--- src/rtl/jellyvl_stream_pkg.sv ---
// Shared helpers for the jellyvl stream blocks: lane slicing and keep-mask generation.
package jellyvl_stream_pkg;

  localparam int unsigned MAX_LANES = 64;

  // Lane k of a packed word starts at bit k*unit_bits.
  function automatic int unsigned lane_lo(input int unsigned lane, input int unsigned unit_bits);
    return lane * unit_bits;
  endfunction

  // Low-ones mask covering lanes 0..cnt, clipped to n lanes.
  function automatic logic [MAX_LANES-1:0] keep_mask(input int unsigned cnt, input int unsigned n);
    logic [MAX_LANES-1:0] mask;
    mask = '0;
    for (int unsigned i = 0; i < MAX_LANES; i++) begin
      if (i <= cnt && i < n) begin
        mask[i] = 1'b1;
      end
    end
    return mask;
  endfunction

endpackage

--- src/rtl/jellyvl_stream_packer.sv ---
// Narrow-to-wide stream packer: N beats of UNIT_BITS become one registered wide word,
// with s_last closing a partial word early and m_keep marking the filled lanes.
module jellyvl_stream_packer
  import jellyvl_stream_pkg::*;
#(
  parameter int unsigned UNIT_BITS = 8,
  parameter int unsigned N         = 4,
  parameter int unsigned CNT_BITS  = $clog2(N)
) (
  input  logic                   clk,
  input  logic                   reset,
  input  logic                   cke,

  input  logic [UNIT_BITS-1:0]   s_data,
  input  logic                   s_last,
  input  logic                   s_valid,
  output logic                   s_ready,

  output logic [N*UNIT_BITS-1:0] m_data,
  output logic [N-1:0]           m_keep,
  output logic                   m_last,
  output logic                   m_valid,
  input  logic                   m_ready
);

  localparam int unsigned WORD_BITS = N * UNIT_BITS;

  logic [CNT_BITS-1:0]  cnt_q,     cnt_d;
  logic [WORD_BITS-1:0] acc_q,     acc_d;
  logic [WORD_BITS-1:0] m_data_q,  m_data_d;
  logic [N-1:0]         m_keep_q,  m_keep_d;
  logic                 m_last_q,  m_last_d;
  logic                 m_valid_q, m_valid_d;

  logic [WORD_BITS-1:0] word_c;
  logic                 accept_c;
  logic                 complete_c;

  // Input side only ever waits on the output register, never on the beat itself.
  assign s_ready = !m_valid_q || m_ready;

  always_comb begin
    cnt_d     = cnt_q;
    acc_d     = acc_q;
    m_data_d  = m_data_q;
    m_keep_d  = m_keep_q;
    m_last_d  = m_last_q;
    m_valid_d = m_valid_q;
    word_c    = acc_q;

    accept_c   = s_valid && s_ready && cke;
    complete_c = accept_c && (s_last || (cnt_q == CNT_BITS'(N - 1)));

    // Accumulator lanes above cnt are always zero, so word_c is already the flushed word.
    for (int unsigned k = 0; k < N; k++) begin
      if (cnt_q == CNT_BITS'(k)) begin
        word_c[lane_lo(k, UNIT_BITS) +: UNIT_BITS] = s_data;
      end
    end

    if (cke && m_valid_q && m_ready) begin
      m_valid_d = 1'b0;
    end

    if (complete_c) begin
      m_data_d  = word_c;
      m_keep_d  = N'(keep_mask(32'(cnt_q), N));
      m_last_d  = s_last;
      m_valid_d = 1'b1;
      cnt_d     = '0;
      acc_d     = '0;
    end else if (accept_c) begin
      acc_d = word_c;
      cnt_d = cnt_q + CNT_BITS'(1);
    end
  end

  always_ff @(posedge clk) begin
    if (reset) begin
      cnt_q     <= '0;
      acc_q     <= '0;
      m_data_q  <= '0;
      m_keep_q  <= '0;
      m_last_q  <= 1'b0;
      m_valid_q <= 1'b0;
    end else begin
      cnt_q     <= cnt_d;
      acc_q     <= acc_d;
      m_data_q  <= m_data_d;
      m_keep_q  <= m_keep_d;
      m_last_q  <= m_last_d;
      m_valid_q <= m_valid_d;
    end
  end

  assign m_data  = m_data_q;
  assign m_keep  = m_keep_q;
  assign m_last  = m_last_q;
  assign m_valid = m_valid_q;

endmodule
--- config.mk ---
export PLATFORM = sky130hd
export DESIGN_NAME = jellyvl_stream_packer
export DESIGN_NICKNAME = d
export VERILOG_FILES = /design/src/rtl/jellyvl_stream_pkg.sv /design/src/rtl/jellyvl_stream_packer.sv
export SDC_FILE = /design/constraint.sdc
export NUM_CORES = 1
export LEC_CHECK = 0
export CAP_MARGIN = 5
export CORE_AREA = 2 2 81 83
export CTS_BUF_LIST = sky130_fd_sc_hd__clkbuf_4
export DETAILED_ROUTE_END_ITERATION = 10
export DIE_AREA = 0 0 83 85
export GPL_TIMING_DRIVEN = 0
export HOLD_SLACK_MARGIN = 0.02
export PLACE_DENSITY = 0.84
export SLEW_MARGIN = 0
export SYNTH_ARGS = -nofsm -noshare
export SYNTH_HDL_FRONTEND = slang
export SYNTH_SLANG_ARGS = --single-unit
--- constraint.sdc ---
create_clock -name clk -period 1.9 [get_ports clk]
set_input_delay 0.38 -clock clk [delete_from_list [all_inputs] [get_ports clk]]
set_output_delay 0.38 -clock clk [all_outputs]
set_load 0.01 [all_outputs]
==> flow_metrics.env, run 1 <==
export IMPL_grt_pass1_vias=2568
export IMPL_max_vdd_ir_drop_mv=0.395
export IMPL_slew_headroom=0.638
export IMPL_finalSetupViolations=0
export IMPL_viasPerCell=6.15
export IMPL_syn_to_final_growth_pct=25.9
export IMPL_numCtsBuffers=9
export IMPL_htreeDepth=3
export IMPL_wirelength_um=8390
export IMPL_drt_iter0_drc=234
export IMPL_grt_max_degree=17
export IMPL_nets=390
export IMPL_grt_use_met3=0.0486
export IMPL_place_gp_congestion=0.947
export IMPL_place_inst=437
export IMPL_antenna_found_initial=0
export IMPL_status="completed"
export IMPL_p_leak_uw=0.00133
export IMPL_fin_cells=453
export IMPL_die_h_um=85
export IMPL_overflow=0
export IMPL_num_antenna_cells=0
export IMPL_ys_seq_elements=72
export IMPL_core_area_sq_mm=0.00620
export IMPL_hpwl_um=5790
export IMPL_postCtsHoldBufs=0
export IMPL_drtPass1Iterations=5
export IMPL_grt_pass1_wl_um=13200
export IMPL_ys_types=32
export IMPL_nFillCells=494
export IMPL_grt_busiest_layer="met2"
export IMPL_cts_tree="built"
export IMPL_maxCapViolations=0
export IMPL_clkLatencyLatePin_ns=0.45
export IMPL_tightest_slew_ns=0.540
export IMPL_cp_max_fo=16
export IMPL_hp_class="reg2reg"
export IMPL_cts_buffer_depth=2
export IMPL_layout_drive_gt1_share=0.125
export IMPL_port_buffers=51
export IMPL_r2r_cells=6
export IMPL_r2r_start="cnt_q[1]"
export IMPL_drc=0
export IMPL_postSynthAreaPerCell_sq_um=10.0
export IMPL_root_buffer="clkbuf_4"
export IMPL_endpoint_kind="output pin"
export IMPL_multi_input_area_sq_mm=0.00139
export IMPL_finalHoldViolations=0
export IMPL_hold_depth=2
export IMPL_hp_start="m_valid"
export IMPL_grt_usage=0.238
export IMPL_ys_seq_area_frac=0.466
export IMPL_timing_hold_ws_ns=0.477
export IMPL_r2r_end="m_data[24]"
export IMPL_synth_cells=309
export IMPL_num_rows=29
export IMPL_start_util=0.498
export IMPL_regArea_sq_mm=0.00144
export IMPL_final_common_cell="dfxtp_1"
export IMPL_use_met2=0.389
export IMPL_fin_worst_skew_ns=0.00985
export IMPL_whs_endpoint="m_valid"
export IMPL_yosys_warnings=0
export IMPL_rsz0062_at_grt="no"
export IMPL_die_area_sq_mm=0.00706
export IMPL_die_x_um=83
export IMPL_path_class="in2out"
export IMPL_syn_nets=328
export IMPL_grt_use_met1=0.307
export IMPL_fmax_mhz=537
export IMPL_powerDensity_mw_per_mm2=801
export IMPL_syn_cell_area_sq_mm=0.00309
export IMPL_antenna_left=0
export IMPL_critPathLaunchType="input port"
export IMPL_crit_arrival_ns=1.48
export IMPL_fin_crit_sh=0.979
export IMPL_crit_required_ns=1.52
export IMPL_final_cell_mix="dfxtp_1 (72), clkdlybuf4s50_1 (50), a31oi_1 (34), a211oi_1 (34), mux2i_1 (32)"
export IMPL_io_pins=53
export IMPL_cts_sinks=72
export IMPL_wl_per_cell_um=18.5
export IMPL_vias=2785
export IMPL_rrSetupSlack_ns=0.14
export IMPL_report_final_slew_viol_count=0
export IMPL_clk_pin_slew_ns=0.12
export IMPL_fin_crit_ns=1.86
## state kept, by name (all words and copies together) (netlist names)
register and cells:
m_data 32, cnt_q 2, m_last 1, m_keep 4, acc_q 32, m_valid 1
## worst max path at each step
stage | end | cells past startpoint | startpoint
6_report | s_ready | 5 | m_ready
3_3_place_gp | s_ready | 6 | m_ready
5_1_grt | s_ready | 5 | m_ready
2_1_floorplan | acc_q[7] | 6 | cnt_q[0]
4_1_cts | s_ready | 4 | m_valid
3_5_place_dp | s_ready | 6 | m_ready
## synthesized netlist by cell type
cell / instances / area, sq um
inv_1: 28 / 105
a31o_2: 1 / 8.76
o31ai_1: 1 / 7.51
clkbuf_1: 9 / 33.8
o21ai_0: 2 / 10.0
nor2b_1: 1 / 6.26
nor2_1: 1 / 3.75
a31oi_1: 34 / 213
nand4_1: 4 / 25.0
o32ai_1: 24 / 210
o21a_1: 1 / 7.51
nor3_4: 1 / 16.3
mux2i_1: 32 / 320
nor4_1: 1 / 6.26
nor3_2: 1 / 10.0
nand2_1: 13 / 48.8
nor3_1: 1 / 5.00
clkinv_2: 1 / 5.00
a21oi_1: 4 / 20.0
nand4_2: 2 / 25.0
buf_6: 2 / 22.5
nor2_4: 1 / 11.3
dfxtp_1: 72 / 1440
nand3_1: 2 / 10.0
ha_1: 5 / 62.6
or2_1: 1 / 6.26
a211oi_1: 34 / 255
a211oi_2: 2 / 25.0
and3_1: 8 / 50.1
buf_4: 7 / 52.6
and2_1: 1 / 6.26
buf_2: 12 / 60.1
## report_power, final
part,internal [uW],total (uW),switching (uW)
combinational,179,406,227
sequential,1560,1580,25.1
clock,535,1130,593
total,2270,3120,845
## worst max-delay path, stage by stage
cell	delay, ns
clkdlybuf4s50_1	0.45
nor2b_2	0.14
buf_6	0.13
clkinv_8	0.08
dlygate4sd2_1	0.29
## through the flow
| step | setup slack [ns] | setup TNS, ns | area (sq um) | power, uW | utilization |
|---|---|---|---|---|---|
| 4_1_cts | 0.0314 | 0 | 3870 | 3090 | 0.624 |
| 2_1_floorplan | 0.373 | 0 | 3090 | 1830 | - |
| 3_5_place_dp | -0.456 | -7.76 | 3700 | 2010 | 0.596 |
| 6_report | 0.0390 | 0 | 3890 | 3120 | 0.627 |
| 3_3_place_gp | -0.441 | -4.77 | 3700 | 2000 | 0.596 |
| 5_1_grt | 0.00605 | 0 | 3890 | 3200 | 0.627 |
## logic make-up (layout without fill, tap and decap cells)
logic type                 Yosys count  count (layout)  synth area share
DFF                                 72              72             0.466
muxes                               32              32             0.104
AOI/OAI and AO/OA                  103             103             0.245
adders and majority gates            5               5            0.0202
buffers and inverters               59             126            0.0903
and+or+nand+nor                     38              38            0.0745
## what timing repair did
item                       in CTS  in global routing
setup endpoints to repair       1                 10
gates resized for setup         3                  3
setup buffers                   1                  0
pin swaps                       0                  0
## per-layer routing
metal / share of wire / vias up
li1: - / 1298
met1: 0.43 / 1347
met2: 0.47 / 121
met3: 0.067 / 19
met4: 0.027 / 0
met5: 0 / -
## layout make-up
class                           count  area share
Buffer                             29      0.0421
Clock buffer                        9      0.0174
Clock inverter                      7      0.0244
Inverter                           29      0.0312
Multi-Input combinational cell    178       0.357
Sequential cell                    72       0.371
Tap cell                           77      0.0248
Timing Repair Buffer               52       0.133
No activity file was read; power rests on OpenSTA's default activity.
==> inputs of run 2 (changes only) <==
- CELL_PAD_IN_SITES_DETAIL_PLACEMENT: default -> 0
- CELL_PAD_IN_SITES_GLOBAL_PLACEMENT: default -> 2
- CORE_AREA: 2 2 81 83 -> 2 2 99 101
- DIE_AREA: 0 0 83 85 -> 0 0 101 103
- PLACE_DENSITY: 0.84 -> 0.87
==> run 2 against run 1 <==
Compared with the run above:
- count of clock-buffer cells in the layout rose by 2
- critical endpoint unchanged
- design area rose by 1.4%
- combinational power rose by 1%
==> flow_metrics.env, run 2 (synthesis gave the netlist of run 1 again) <==
export IMPL_die_x_um=101
export IMPL_grt_pass1_vias=2622
export IMPL_postCtsHoldBufs=0
export IMPL_layout_drive_gt1_share=0.124
export IMPL_slew_headroom=0.600
export IMPL_clkLatencyLatePin_ns=0.44
export IMPL_place_gp_congestion=0.804
export IMPL_final_cell_mix="dfxtp_1 (72), clkdlybuf4s50_1 (50), a31oi_1 (34), a211oi_1 (34), mux2i_1 (32)"
export IMPL_cts_sinks=72
export IMPL_finalSetupViolations=0
export IMPL_rrSetupSlack_ns=0.12
export IMPL_finalHoldViolations=0
export IMPL_die_h_um=103
export IMPL_port_buffers=51
export IMPL_use_met2=0.277
export IMPL_dp_slack_ns=-0.470
export IMPL_grt_usage=0.182
export IMPL_endpoint_kind="output pin"
export IMPL_hpwl_um=6410
export IMPL_cp_max_fo=16
export IMPL_numCtsBuffers=9
export IMPL_crit_required_ns=1.52
export IMPL_grt_max_degree=17
export IMPL_start_util=0.327
export IMPL_total_power_uw=3140
export IMPL_r2r_cells=7
export IMPL_final_common_cell="dfxtp_1"
export IMPL_status="completed"
export IMPL_antenna_left=0
export IMPL_syn_to_final_growth_pct=27.6
export IMPL_rsz0062_at_grt="no"
export IMPL_setup_ws_ns=0.101
export IMPL_grt_use_met1=0.259
export IMPL_htreeDepth=3
export IMPL_nets=392
export IMPL_report_final_slew_viol_count=0
export IMPL_wl_per_cell_um=18.2
export IMPL_wirelength_um=8980
export IMPL_critPathLaunchType="input port"
export IMPL_grt_pass1_wl_um=14400
export IMPL_grt_use_met3=0.0244
export IMPL_hp_class="reg2reg"
export IMPL_cts_buffer_depth=2
export IMPL_fin_crit_ns=1.80
export IMPL_grt_busiest_layer="met2"
export IMPL_fin_crit_sh=0.947
export IMPL_r2r_end="acc_q[4]"
export IMPL_maxCapViolations=0
export IMPL_powerDensity_mw_per_mm2=796
export IMPL_nFillCells=964
export IMPL_num_antenna_cells=0
export IMPL_r2r_start="cnt_q[0]"
export IMPL_fmax_mhz=556
export IMPL_drc=0
export IMPL_overflow=0
export IMPL_vias=2650
export IMPL_viasPerCell=5.39
export IMPL_core_area_sq_mm=0.00946
export IMPL_hp_start="m_valid"
export IMPL_crit_arrival_ns=1.42
export IMPL_antenna_found_initial=0
export IMPL_whs_endpoint="m_valid"
export IMPL_drtPass1Iterations=4
export IMPL_clk_pin_slew_ns=0.12
export IMPL_hold_depth=2
export IMPL_drt_iter0_drc=157
export IMPL_path_class="in2out"
export IMPL_num_rows=36
export IMPL_p_leak_uw=0.00134
export IMPL_die_area_sq_mm=0.0104
export IMPL_max_vdd_ir_drop_mv=0.291
export IMPL_fin_worst_skew_ns=0.0227
export IMPL_cts_tree="built"
export IMPL_tightest_slew_ns=0.600
export IMPL_root_buffer="clkbuf_4"
export IMPL_io_pins=53
## run 2: changes by cell type in the layout (fill, tap and decap cells not counted)
cell             before  now
a211oi_4              2    1
nor2b_2               1    0
clkdlybuf4s15_1       0    1
dlygate4sd2_1         1    0
nor2b_1               0    1
clkinv_2              2    0
clkinv_1              0    1
clkbuf_4              9   11
a211oi_2              0    1
buf_4                 8   10
clkinv_4              1    0
## run 2: layer usage
metal	vias up	part of all wire
li1	1307	-
met3	11	0.041
met5	-	0
met2	63	0.45
met1	1269	0.50
met4	0	0.016
## run 2: worst max path at each step
stage,startpoint,endpoint,slack (ns),depth (start not counted)
after global routing,m_ready,s_ready,0.02,5
after CTS,m_valid,s_ready,0.03,4
after global placement,m_ready,s_ready,-0.47,6
after floorplan,cnt_q[0],acc_q[7],0.37,6
after detailed placement,m_ready,s_ready,-0.47,6
final,m_ready,s_ready,0.10,5
## run 2: worst max-delay path, cell delays in order
cell and delay (ns):
clkdlybuf4s50_1 0.42, nor2b_1 0.14, buf_6 0.14, clkinv_8 0.08, clkdlybuf4s15_1 0.24
## run 2: where the power goes
part	switching [uW]	internal (uW)
clock network	583	564
registers	25.7	1560
logic	229	181
total	838	2300
## run 2: area by class of cell
cell class / count / area [sq um] / share of cell area
Sequential cell: 72 / 1440 / 0.366
Multi-Input combinational cell: 178 / 1380 / 0.349
Timing Repair Buffer: 54 / 533 / 0.135
Buffer: 29 / 164 / 0.0416
Tap cell: 114 / 143 / 0.0362
Inverter: 29 / 121 / 0.0308
Clock buffer: 11 / 82.6 / 0.0209
Clock inverter: 5 / 80.1 / 0.0203
## run 2: timing repair
action                                  in CTS  in global routing
endpoints found under the setup margin       2                  2
resized for setup                            4                  1
pin swaps                                    0                  1
setup buffers                                1                  2
## run 2: metrics by stage
| step | util | hold WS [ns] | TNS [ns] | area (sq um) | std cells |
|---|---|---|---|---|---|
| global placement | 0.396 | 0.452 | -8.78 | 3740 | 474 |
| CTS | 0.415 | 0.479 | 0 | 3930 | 490 |
| finish | 0.417 | 0.472 | 0 | 3940 | 492 |
| floorplan | - | 0.439 | 0 | 3090 | 309 |
| detailed placement | 0.396 | 0.458 | -9.56 | 3740 | 474 |
| global route | 0.417 | 0.496 | 0 | 3940 | 492 |
